==> src/rtl/change_dispenser_if.sv <==
// Change request and coin hopper signals.
// master drives requests and acks; slave is the dispenser.
interface change_dispenser_if;
  logic        change_valid;
  logic [15:0] change_amount;
  logic        change_ready;
  logic        refill;
  logic        coin_eject;
  logic [1:0]  coin_type;
  logic        coin_ack;
  logic        done;
  logic        error;
  logic [15:0] short_amount;
  logic [3:0]  coin_empty;

  modport master (
    output change_valid, change_amount,
    output refill, coin_ack,
    input  change_ready, coin_eject, coin_type,
    input  done, error, short_amount, coin_empty
  );

  modport slave (
    input  change_valid, change_amount,
    input  refill, coin_ack,
    output change_ready, coin_eject, coin_type,
    output done, error, short_amount, coin_empty
  );
endinterface

==> src/rtl/change_dispenser.sv <==
// Greedy coin hopper sequencer with inventory.
// Pays change one coin at a time, reports shortfall.
module change_dispenser #(
  parameter int DOLLAR_INIT  = 20,
  parameter int QUARTER_INIT = 40,
  parameter int DIME_INIT    = 40,
  parameter int NICKEL_INIT  = 40,
  parameter int CNT_W        = 8,
  parameter int ACK_TIMEOUT  = 16
) (
  input logic clk,
  input logic reset,
  change_dispenser_if.slave bus
);
  localparam int TW = $clog2(ACK_TIMEOUT) + 1;

  typedef enum logic [1:0] {
    IDLE, SELECT, EJECT, DONE
  } state_t;

  state_t           state;
  logic [CNT_W-1:0] cnt [4];
  logic [15:0]      rem;
  logic [TW-1:0]    tcnt;
  logic [3:0]       ok;
  logic             any;
  logic [1:0]       pick;

  function automatic logic [15:0] coin_val(
    input logic [1:0] t
  );
    unique case (t)
      2'd0:    coin_val = 16'd100;
      2'd1:    coin_val = 16'd25;
      2'd2:    coin_val = 16'd10;
      default: coin_val = 16'd5;
    endcase
  endfunction

  function automatic logic [CNT_W-1:0] init_cnt(
    input int i
  );
    unique case (i)
      0:       init_cnt = CNT_W'(DOLLAR_INIT);
      1:       init_cnt = CNT_W'(QUARTER_INIT);
      2:       init_cnt = CNT_W'(DIME_INIT);
      default: init_cnt = CNT_W'(NICKEL_INIT);
    endcase
  endfunction

  // Denominations that fit the remainder and are in stock.
  always_comb begin
    ok = '0;
    for (int i = 0; i < 4; i++) begin
      ok[i] = (cnt[i] != '0) &&
              (coin_val(2'(i)) <= rem);
    end
    any = |ok;
    pick = 2'd0;
    priority case (1'b1)
      ok[0]:   pick = 2'd0;
      ok[1]:   pick = 2'd1;
      ok[2]:   pick = 2'd2;
      ok[3]:   pick = 2'd3;
      default: pick = 2'd0;
    endcase
  end

  assign bus.coin_empty = {
    cnt[3] == '0, cnt[2] == '0,
    cnt[1] == '0, cnt[0] == '0
  };

  // Sequencer, inventory and registered outputs.
  always_ff @(posedge clk) begin
    if (reset) begin
      state            <= IDLE;
      bus.change_ready <= 1'b1;
      bus.coin_eject   <= 1'b0;
      bus.coin_type    <= 2'd0;
      bus.done         <= 1'b0;
      bus.error        <= 1'b0;
      bus.short_amount <= '0;
      rem              <= '0;
      tcnt             <= '0;
      for (int i = 0; i < 4; i++)
        cnt[i] <= init_cnt(i);
    end else begin
      bus.done <= 1'b0;
      unique case (state)
        IDLE: begin
          if (bus.refill)
            for (int i = 0; i < 4; i++)
              cnt[i] <= init_cnt(i);
          if (bus.change_valid) begin
            rem              <= bus.change_amount;
            bus.error        <= 1'b0;
            bus.short_amount <= '0;
            bus.change_ready <= 1'b0;
            if (bus.change_amount == '0) begin
              state    <= DONE;
              bus.done <= 1'b1;
            end else begin
              state <= SELECT;
            end
          end
        end
        SELECT: begin
          if (any) begin
            bus.coin_type  <= pick;
            bus.coin_eject <= 1'b1;
            tcnt           <= '0;
            state          <= EJECT;
          end else begin
            bus.short_amount <= rem;
            bus.error        <= 1'b1;
            bus.done         <= 1'b1;
            state            <= DONE;
          end
        end
        EJECT: begin
          if (bus.coin_ack) begin
            rem <= rem - coin_val(bus.coin_type);
            cnt[bus.coin_type] <=
              cnt[bus.coin_type] - 1'b1;
            bus.coin_eject <= 1'b0;
            if (rem == coin_val(bus.coin_type)) begin
              state    <= DONE;
              bus.done <= 1'b1;
            end else begin
              state <= SELECT;
            end
          end else if (tcnt == TW'(ACK_TIMEOUT - 1)) begin
            bus.coin_eject   <= 1'b0;
            bus.error        <= 1'b1;
            bus.short_amount <= rem;
            bus.done         <= 1'b1;
            state            <= DONE;
          end else begin
            tcnt <= tcnt + 1'b1;
          end
        end
        DONE: begin
          state            <= IDLE;
          bus.change_ready <= 1'b1;
        end
        default: state <= IDLE;
      endcase
    end
  end
endmodule

==> src/flat_wrapper.sv <==
// flat-port wrapper written by rule: the top's interface ports become plain ports
module change_dispenser_flat 
#(
  parameter int DOLLAR_INIT  = 20,
  parameter int QUARTER_INIT = 40,
  parameter int DIME_INIT    = 40,
  parameter int NICKEL_INIT  = 40,
  parameter int CNT_W        = 8,
  parameter int ACK_TIMEOUT  = 16
)
  (clk, reset, bus_change_valid, bus_change_amount, bus_refill, bus_coin_ack, bus_change_ready, bus_coin_eject, bus_coin_type, bus_done, bus_error, bus_short_amount, bus_coin_empty);
  change_dispenser_if bus_i ();
  input logic clk;
  input logic reset;
  input wire logic [$bits(bus_i.change_valid)-1:0] bus_change_valid;
  input wire logic [$bits(bus_i.change_amount)-1:0] bus_change_amount;
  input wire logic [$bits(bus_i.refill)-1:0] bus_refill;
  input wire logic [$bits(bus_i.coin_ack)-1:0] bus_coin_ack;
  output wire logic [$bits(bus_i.change_ready)-1:0] bus_change_ready;
  output wire logic [$bits(bus_i.coin_eject)-1:0] bus_coin_eject;
  output wire logic [$bits(bus_i.coin_type)-1:0] bus_coin_type;
  output wire logic [$bits(bus_i.done)-1:0] bus_done;
  output wire logic [$bits(bus_i.error)-1:0] bus_error;
  output wire logic [$bits(bus_i.short_amount)-1:0] bus_short_amount;
  output wire logic [$bits(bus_i.coin_empty)-1:0] bus_coin_empty;
  assign bus_i.change_valid = bus_change_valid;
  assign bus_i.change_amount = bus_change_amount;
  assign bus_i.refill = bus_refill;
  assign bus_i.coin_ack = bus_coin_ack;
  assign bus_change_ready = bus_i.change_ready;
  assign bus_coin_eject = bus_i.coin_eject;
  assign bus_coin_type = bus_i.coin_type;
  assign bus_done = bus_i.done;
  assign bus_error = bus_i.error;
  assign bus_short_amount = bus_i.short_amount;
  assign bus_coin_empty = bus_i.coin_empty;
  change_dispenser #(.DOLLAR_INIT(DOLLAR_INIT), .QUARTER_INIT(QUARTER_INIT), .DIME_INIT(DIME_INIT), .NICKEL_INIT(NICKEL_INIT), .CNT_W(CNT_W), .ACK_TIMEOUT(ACK_TIMEOUT)) u_core (.clk(clk), .reset(reset), .bus(bus_i));
endmodule
==> config.mk <==
export PLATFORM = sky130hd
export DESIGN_NAME = change_dispenser_flat
export DESIGN_NICKNAME = d
export VERILOG_FILES = /design/src/rtl/change_dispenser_if.sv /design/src/rtl/change_dispenser.sv /design/src/flat_wrapper.sv
export SDC_FILE = /design/constraint.sdc
export NUM_CORES = 1
export LEC_CHECK = 0
export ABC_AREA = 0
export ABC_CLOCK_PERIOD_IN_PS = 2800
export BUFFER_PORTS_ARGS = -buffer_cell sky130_fd_sc_hd__buf_2
export CAP_MARGIN = 20
export CORE_AREA = 2 2 100 102
export CTS_BUF_LIST = sky130_fd_sc_hd__clkbuf_4 sky130_fd_sc_hd__clkbuf_8 sky130_fd_sc_hd__clkbuf_16
export DETAILED_ROUTE_END_ITERATION = 8
export DIE_AREA = 0 0 102 104
export PLACE_DENSITY = 0.62
export SLEW_MARGIN = 20
export SYNTH_ARGS = -nofsm -noshare
export SYNTH_HDL_FRONTEND = slang
export SYNTH_SLANG_ARGS = --single-unit
==> constraint.sdc <==
create_clock -name clk -period 2.8 [get_ports clk]
set_input_delay 0.56 -clock clk [delete_from_list [all_inputs] [get_ports clk]]
set_output_delay 0.56 -clock clk [all_outputs]
set_load 0.05 [all_outputs]
[After elaboration in Yosys (flattened, before gate mapping)]
Memory sizes are Yosys's and may differ from the RTL's. A register that Yosys moved wholly into a read port is not among the register bits.
Cells that the tools add are included.
Cells by class
  add/sub/neg operators: 3
  eq/ne operators: 15
  order comparisons: 4
  bitwise operators: 4
  reduce and logical (&&, ||, !) cells: 28
  multiplexer cells: 71
Operators by type and width (number)
  two-way mux 16 bit: 9
  two-way mux 8 bit: 13
  one-hot mux 16 bit (3 select lines): 1
  zero test 8 bit: 4
  one-hot mux 16 bit (2 select lines): 1
  nonzero test 8 bit: 4
  two-way mux 1 bit: 25
  two-way mux 2 bit: 12
  one-hot mux 7 bit (3 select lines): 1
  == test 16 bit: 1
  less-or-equal comparator 3 x 16 -> 1 bit, first input constant: 1
  less-or-equal comparator 4 x 16 -> 1 bit, first input constant: 1
  less-or-equal comparator 5 x 16 -> 1 bit, first input constant: 1
  less-or-equal comparator 7 x 16 -> 1 bit, first input constant: 1
  zero test 16 bit: 1
  subtractor 16 bit: 1
  two-way mux 5 bit: 3
  inequality test 2 bit, second input constant: 5
  one-hot mux 5 bit (2 select lines): 1
  one-hot mux 2 bit (4 select lines): 1
  OR reduction 8 bit: 1
  subtractor 8 x 1 -> 8 bit, second input constant: 1
  == test 2 bit, second input constant: 3
  one-hot mux 1 bit (3 select lines): 2
  16 further kinds: 31
Storage, ports and cells
  output and inout bits: 26
  input port bits: 21
  flip-flop bits (word level): 45
  logic and storage cells: 135
  memories: 1
  memory bits (writable): 32
Memory list
  u_core.cnt: depth 4, bits a word 8, read ports 5, clocked after memory_dff 1, write ports 4, line change_dispenser.sv:22  | logic [CNT_W-1:0] cnt [4];

[Longest topological paths before layout]
  word-level depth: 9
  depth in mapped cells: 12
  mapped depth without buffers: 11

[Least setup slack after synthesis]
No wires, ideal clock.
  path type: register to register
  start point: reg u_core.bus.coin_type[0]
  end point: reg u_core.rem[13]
  arrival time: 2834 ps
  data required time: 2708 ps
  path buffers: 1
  stages on the path, launching flop included: 13
  setup slack: -126 ps
  setup time: 92 ps
  clock period less this slack: 2926 ps
  cells stage by stage: dfxtp_1 > inv_1 > ha_1 > inv_1 > ha_1 > and3_1 > a21oi_1 > a31oi_1 > or2_2 > clkbuf_1 > o31ai_1 > a21oi_1 > nor4_1
Between the ends
  longest elaborated chain between the ends: 8
  elaborated cells between the ends (all ways): 10
  classes of those cells: 1 x add/sub; 2 x eq/ne; 6 x mux; 1 x reduce/logical
RTL lines
  start: declaration: line change_dispenser_if.sv:26  | output change_ready, coin_eject, coin_type,
  start signal: assignment: line change_dispenser.sv:110  | bus.coin_type <= pick;
  == test 2 bit (tied with other cells): line change_dispenser.sv:32  | unique case (t)
  one-hot mux 7 bit (3 select lines) *: line change_dispenser.sv:32
  two-way mux 16 bit *: line change_dispenser.sv:122  | if (bus.coin_ack) begin
  two-way mux 16 bit *: line change_dispenser.sv:90  | unique case (state)
  two-way mux 16 bit *: line change_dispenser.sv:76  | if (reset) begin
  subtractor 16 bit *: line change_dispenser.sv:123  | rem <= rem - coin_val(bus.coin_type);
  two-way mux 16 bit *: line change_dispenser.sv:122
  one-hot mux 16 bit (2 select lines) *: line change_dispenser.sv:90
  end signal: assignment: line change_dispenser.sv:96  | rem <= bus.change_amount;
  end signal: assignment: line change_dispenser.sv:123
  end: declaration: line change_dispenser.sv:23  | logic [15:0] rem;
Every way passes the cells marked *; elsewhere a longest branch is shown, timed or not. The select of a mux whose other input is x is not followed.
A chain may end at the register's enable or synchronous reset.

[Worst setup path in the final report]
Ends and elaborated chain as after synthesis.

==> metrics.md <==
| Metric | Value |
|---|---|
| Fraction of layout instances using a drive strength above 1 | `a little under a quarter` |
| Setup Skew | `~13 ps` |
| Reg2Reg Capture Point | `u_core.rem[13]` |
| Dominant cell type by area after synthesis | `edfxtp_1` |
| Worst reg-to-reg setup slack | `about 160 ps` |
| Core Area | `roughly 9500 um^2` |
| Final Wtd Congestion | `0.8995` |
| Worst Path Required | `3050 ps` |
| Final wirelength | `about 11,000 um` |
| FILL cells | `921` |
| Worst-case clock buffer depth | `2` |
| Hold Crit Class | `reg2reg` |
| Detail Route Antenna Nets | `0` |
| GRT met2 Usage | `between 30% and 40%` |
| Met1 usage | `between 30% and 40%` |
| Global-route wire length before repair | `between 15,000 and 20,000 um` |
| Gr usage total | `~22%` |
| Tightest Pin Transition | `slightly below 500 ps` |
| Slowest-stage cell, CP | `dfxtp_2` |
| Top_reg_cell synth | `dfxtp_1` |
| Flops & latches, synth | `79` |
| Setup violators final | `0` |
| Register area share after synthesis | `45.18%` |
| Pre-antenna DRT Iters | `5` |
| Final Net Count | `between 500 and 600` |
| Clk Tree Root Cell | `clkbuf_8` |
| Hold slack | `approximately 450 ps` |
| CP peak stage delay | `~400 ps` |
| Synth top area cells | `edfxtp_1 23%, dfxtp_1 22%, ha_1 5.4%` |
| Rel. slew slack | `about 67%` |
| RSZ-0062 raised after global routing | `false` |
| # Max-Cap Violations | `0` |
| Drt drc | `0` |
| Final Hold Viols | `0` |
| Status | `complete, no violations` |
| Die Height | `around 100 um` |
| Vias in the first global route | `between 3,000 and 4,000` |
| Share of Yosys cell area claimed by the top area cell type | `22.83%` |
| Setup crit end kind | `flop` |
| CP Launch Type | `flop` |
| Area delta synth->final | `16.05%` |
| FFs w/ async S/R, synth | `0%` |
| Setup tns final | `0 ps` |
| Clock transition at the registers of the reported paths | `80 ps` |
| Hold_sp | `u_core.bus.error` |
| Pwr/cell area | `roughly 1200 nW/um^2` |
| Worst Hold Endpoint | `u_core.bus.error` |
| Max H-tree Level | `3` |
| Period utilization | `94.16%` |
| Crit path DAT | `roughly 2900 ps` |
| Antenna Cells | `0` |
| Peak VDD IR | `0.4799 mV` |
| Critical path fanouts, max | `6` |
| Num CTS Buffers | `9` |
| Via-to-Cell Ratio | `approximately 5.7` |
| Largest net degree at the start of global routing | `35` |
| Clk sinks | `79` |
| Pre-CTS setup slack | `roughly 150 ps` |
| Crit path cell chain | `inv_1 > ha_2 > inv_1 > ha_2 > and3_1 > a21oi_2 > a31oi_2 > or2_2 > o31ai_1 > a21oi_1 > nor4_1` |
| Commonest non-fill, non-tap cells in the layout | `50 x nor2_1, 46 x buf_2, 45 x dfxtp_1` |
| Hpwl dp | `between 8000 and 9000 um` |
| Commonest non-fill, non-tap cell in the layout | `nor2_1` |
| Worst skew pair latency | `360 ps` |
| Met3 Resource Use GR | `between 3 and 4%` |
| Synth Area per Inst | `9.676 um^2` |
| DIE AREA | `roughly 11,000 um^2` |
| Netlist cell types | `60` |
| RR Startpoint | `u_core.bus.coin_type[0]` |
| TritonCTS clock tree | `yes` |
| Max Slew Vio Count | `0` |
| Fin crit period | `around 2600 ps` |
| Num ports | `47` |
| Initial core utilization | `about 44%` |
| Drt wl/cell | `17.32 um` |
| Die Wd | `around 100 um` |
| WHS Path Cells | `1` |
| Initial antenna violation count | `0` |
| YS warnings | `0` |
| IO buf count | `46` |
| Final worst slack | `between 150 and 200 ps` |
| Syn nets | `about 480` |
| Hold buffer count at CTS | `0` |
| Syn Inst Count | `roughly 440` |
| Rows | `36` |
| Worst r2r path cells | `11` |
| Overflow after GRT | `0` |
| Cell Area, Synth | `4209 um^2` |
| Fmax | `between 0.3 and 0.4 GHz` |
| Setup CP Type | `reg2reg` |
| Number of DRC markers in iteration 0 | `between 200 and 300` |
| Leakage Power | `between 1.5 and 2 nW` |
| Post-synth EDFFs | `32` |
| Top Usage Layer GRT | `met1` |
| Vias | `3,594` |
## stage by stage
stage	util, %	power (mW)	std cells	instance area (um^2)
6_report	51.15	6.004	630	4885
5_1_grt	51.15	6.450	630	4885
4_1_cts	50.64	5.855	629	4836
3_5_place_dp	48.93	5.110	613	4672
3_3_place_gp	48.93	5.058	613	4672
2_1_floorplan	-	4.206	435	4212
## layout make-up
| type | count | area, um^2 | area share (%) |
|---|---|---|---|
| Multi-Input combinational cell | 312 | 2158 | 44.19 |
| Sequential cell | 79 | 1904 | 38.99 |
| Timing Repair Buffer | 65 | 397.9 | 8.146 |
| Tap cell | 133 | 166.4 | 3.407 |
| Clock buffer | 11 | 138.9 | 2.843 |
| Inverter | 25 | 93.84 | 1.921 |
| Clock inverter | 5 | 25.02 | 0.5123 |
## where the power goes
part           internal (mW)  switching, mW
sequential              1.50          0.283
combinational           1.37           2.11
clock                  0.334          0.406
total                   3.20           2.80
## Yosys cell counts, types with 2 or more instances
cell	instances
edfxtp_1	32
nand3_1	17
o21ai_0	14
and2_1	3
or2_2	5
inv_1	25
a211oi_1	6
a22o_1	16
xnor2_1	8
mux2i_1	2
mux4_2	8
a31oi_1	6
nor3_1	18
o311ai_0	2
nand2b_1	5
or3_1	5
or4_4	2
nor2_1	50
ha_1	18
o31ai_1	2
and3_1	3
or4_1	7
a21o_1	7
nand2_1	29
a21oi_1	26
clkbuf_1	16
nor2b_1	6
dfxtp_1	47
o211ai_1	2
nor4_1	13
o32ai_1	4
nand4_1	3
## cell families (layout without fill, tap and decap cells)
kind of cell	Yosys count	in the layout	synth area share (%)
buf+inv	44	106	4.518
mux	11	11	5.024
flops	79	79	45.18
simple gates	171	171	20.36
compound gates	102	102	17.21
xor+xnor	9	9	1.873
fa+ha+maj	19	19	5.827
## worst max-delay path by stage
stage	from	to	slack, ps	depth (start not counted)
2_1_floorplan	u_core.cnt[1][0]	u_core.bus.short_amount[7]	100	8
6_report	u_core.bus.coin_type[0]	u_core.rem[13]	160	11
3_3_place_gp	u_core.rem[12]	u_core.tcnt[1]	190	7
3_5_place_dp	u_core.rem[12]	u_core.tcnt[1]	150	7
4_1_cts	u_core.bus.coin_type[0]	u_core.rem[13]	110	11
5_1_grt	u_core.bus.coin_type[0]	u_core.rem[13]	20	11
## worst max-delay path: cells and delay by family (launching register included)
kind            cells  cell delay (ps)
compound gates      4              570
buf+inv             2              140
fa+ha+maj           2              650
simple gates        3              770
flops               1              390
## layer usage
layer / up-vias / share of wire [%]
li1: 1733 / -
met1: 1737 / 48
met2: 110 / 44
met3: 14 / 5.6
met4: 0 / 1.9
met5: - / 0
## registers in the layout, summed over array words and instances, names as in the netlist, named ones only
| name | count |
|---|---|
| u_core.rem | 16 |
| u_core.tcnt | 5 |
| u_core.bus.coin_type | 2 |
| u_core.bus.short_amount | 16 |
| u_core.bus.error | 1 |
| u_core.cnt | 32 |
| u_core.bus.done | 1 |
| u_core.bus.change_ready | 1 |
| u_core.bus.coin_eject | 1 |
| u_core.state | 2 |
## repair_timing
item | in CTS | in global routing
resized for setup | 0 | 9
setup endpoints to repair | 0 | 9
setup buffers | 0 | 1
Power figures use the tool's default switching activity.
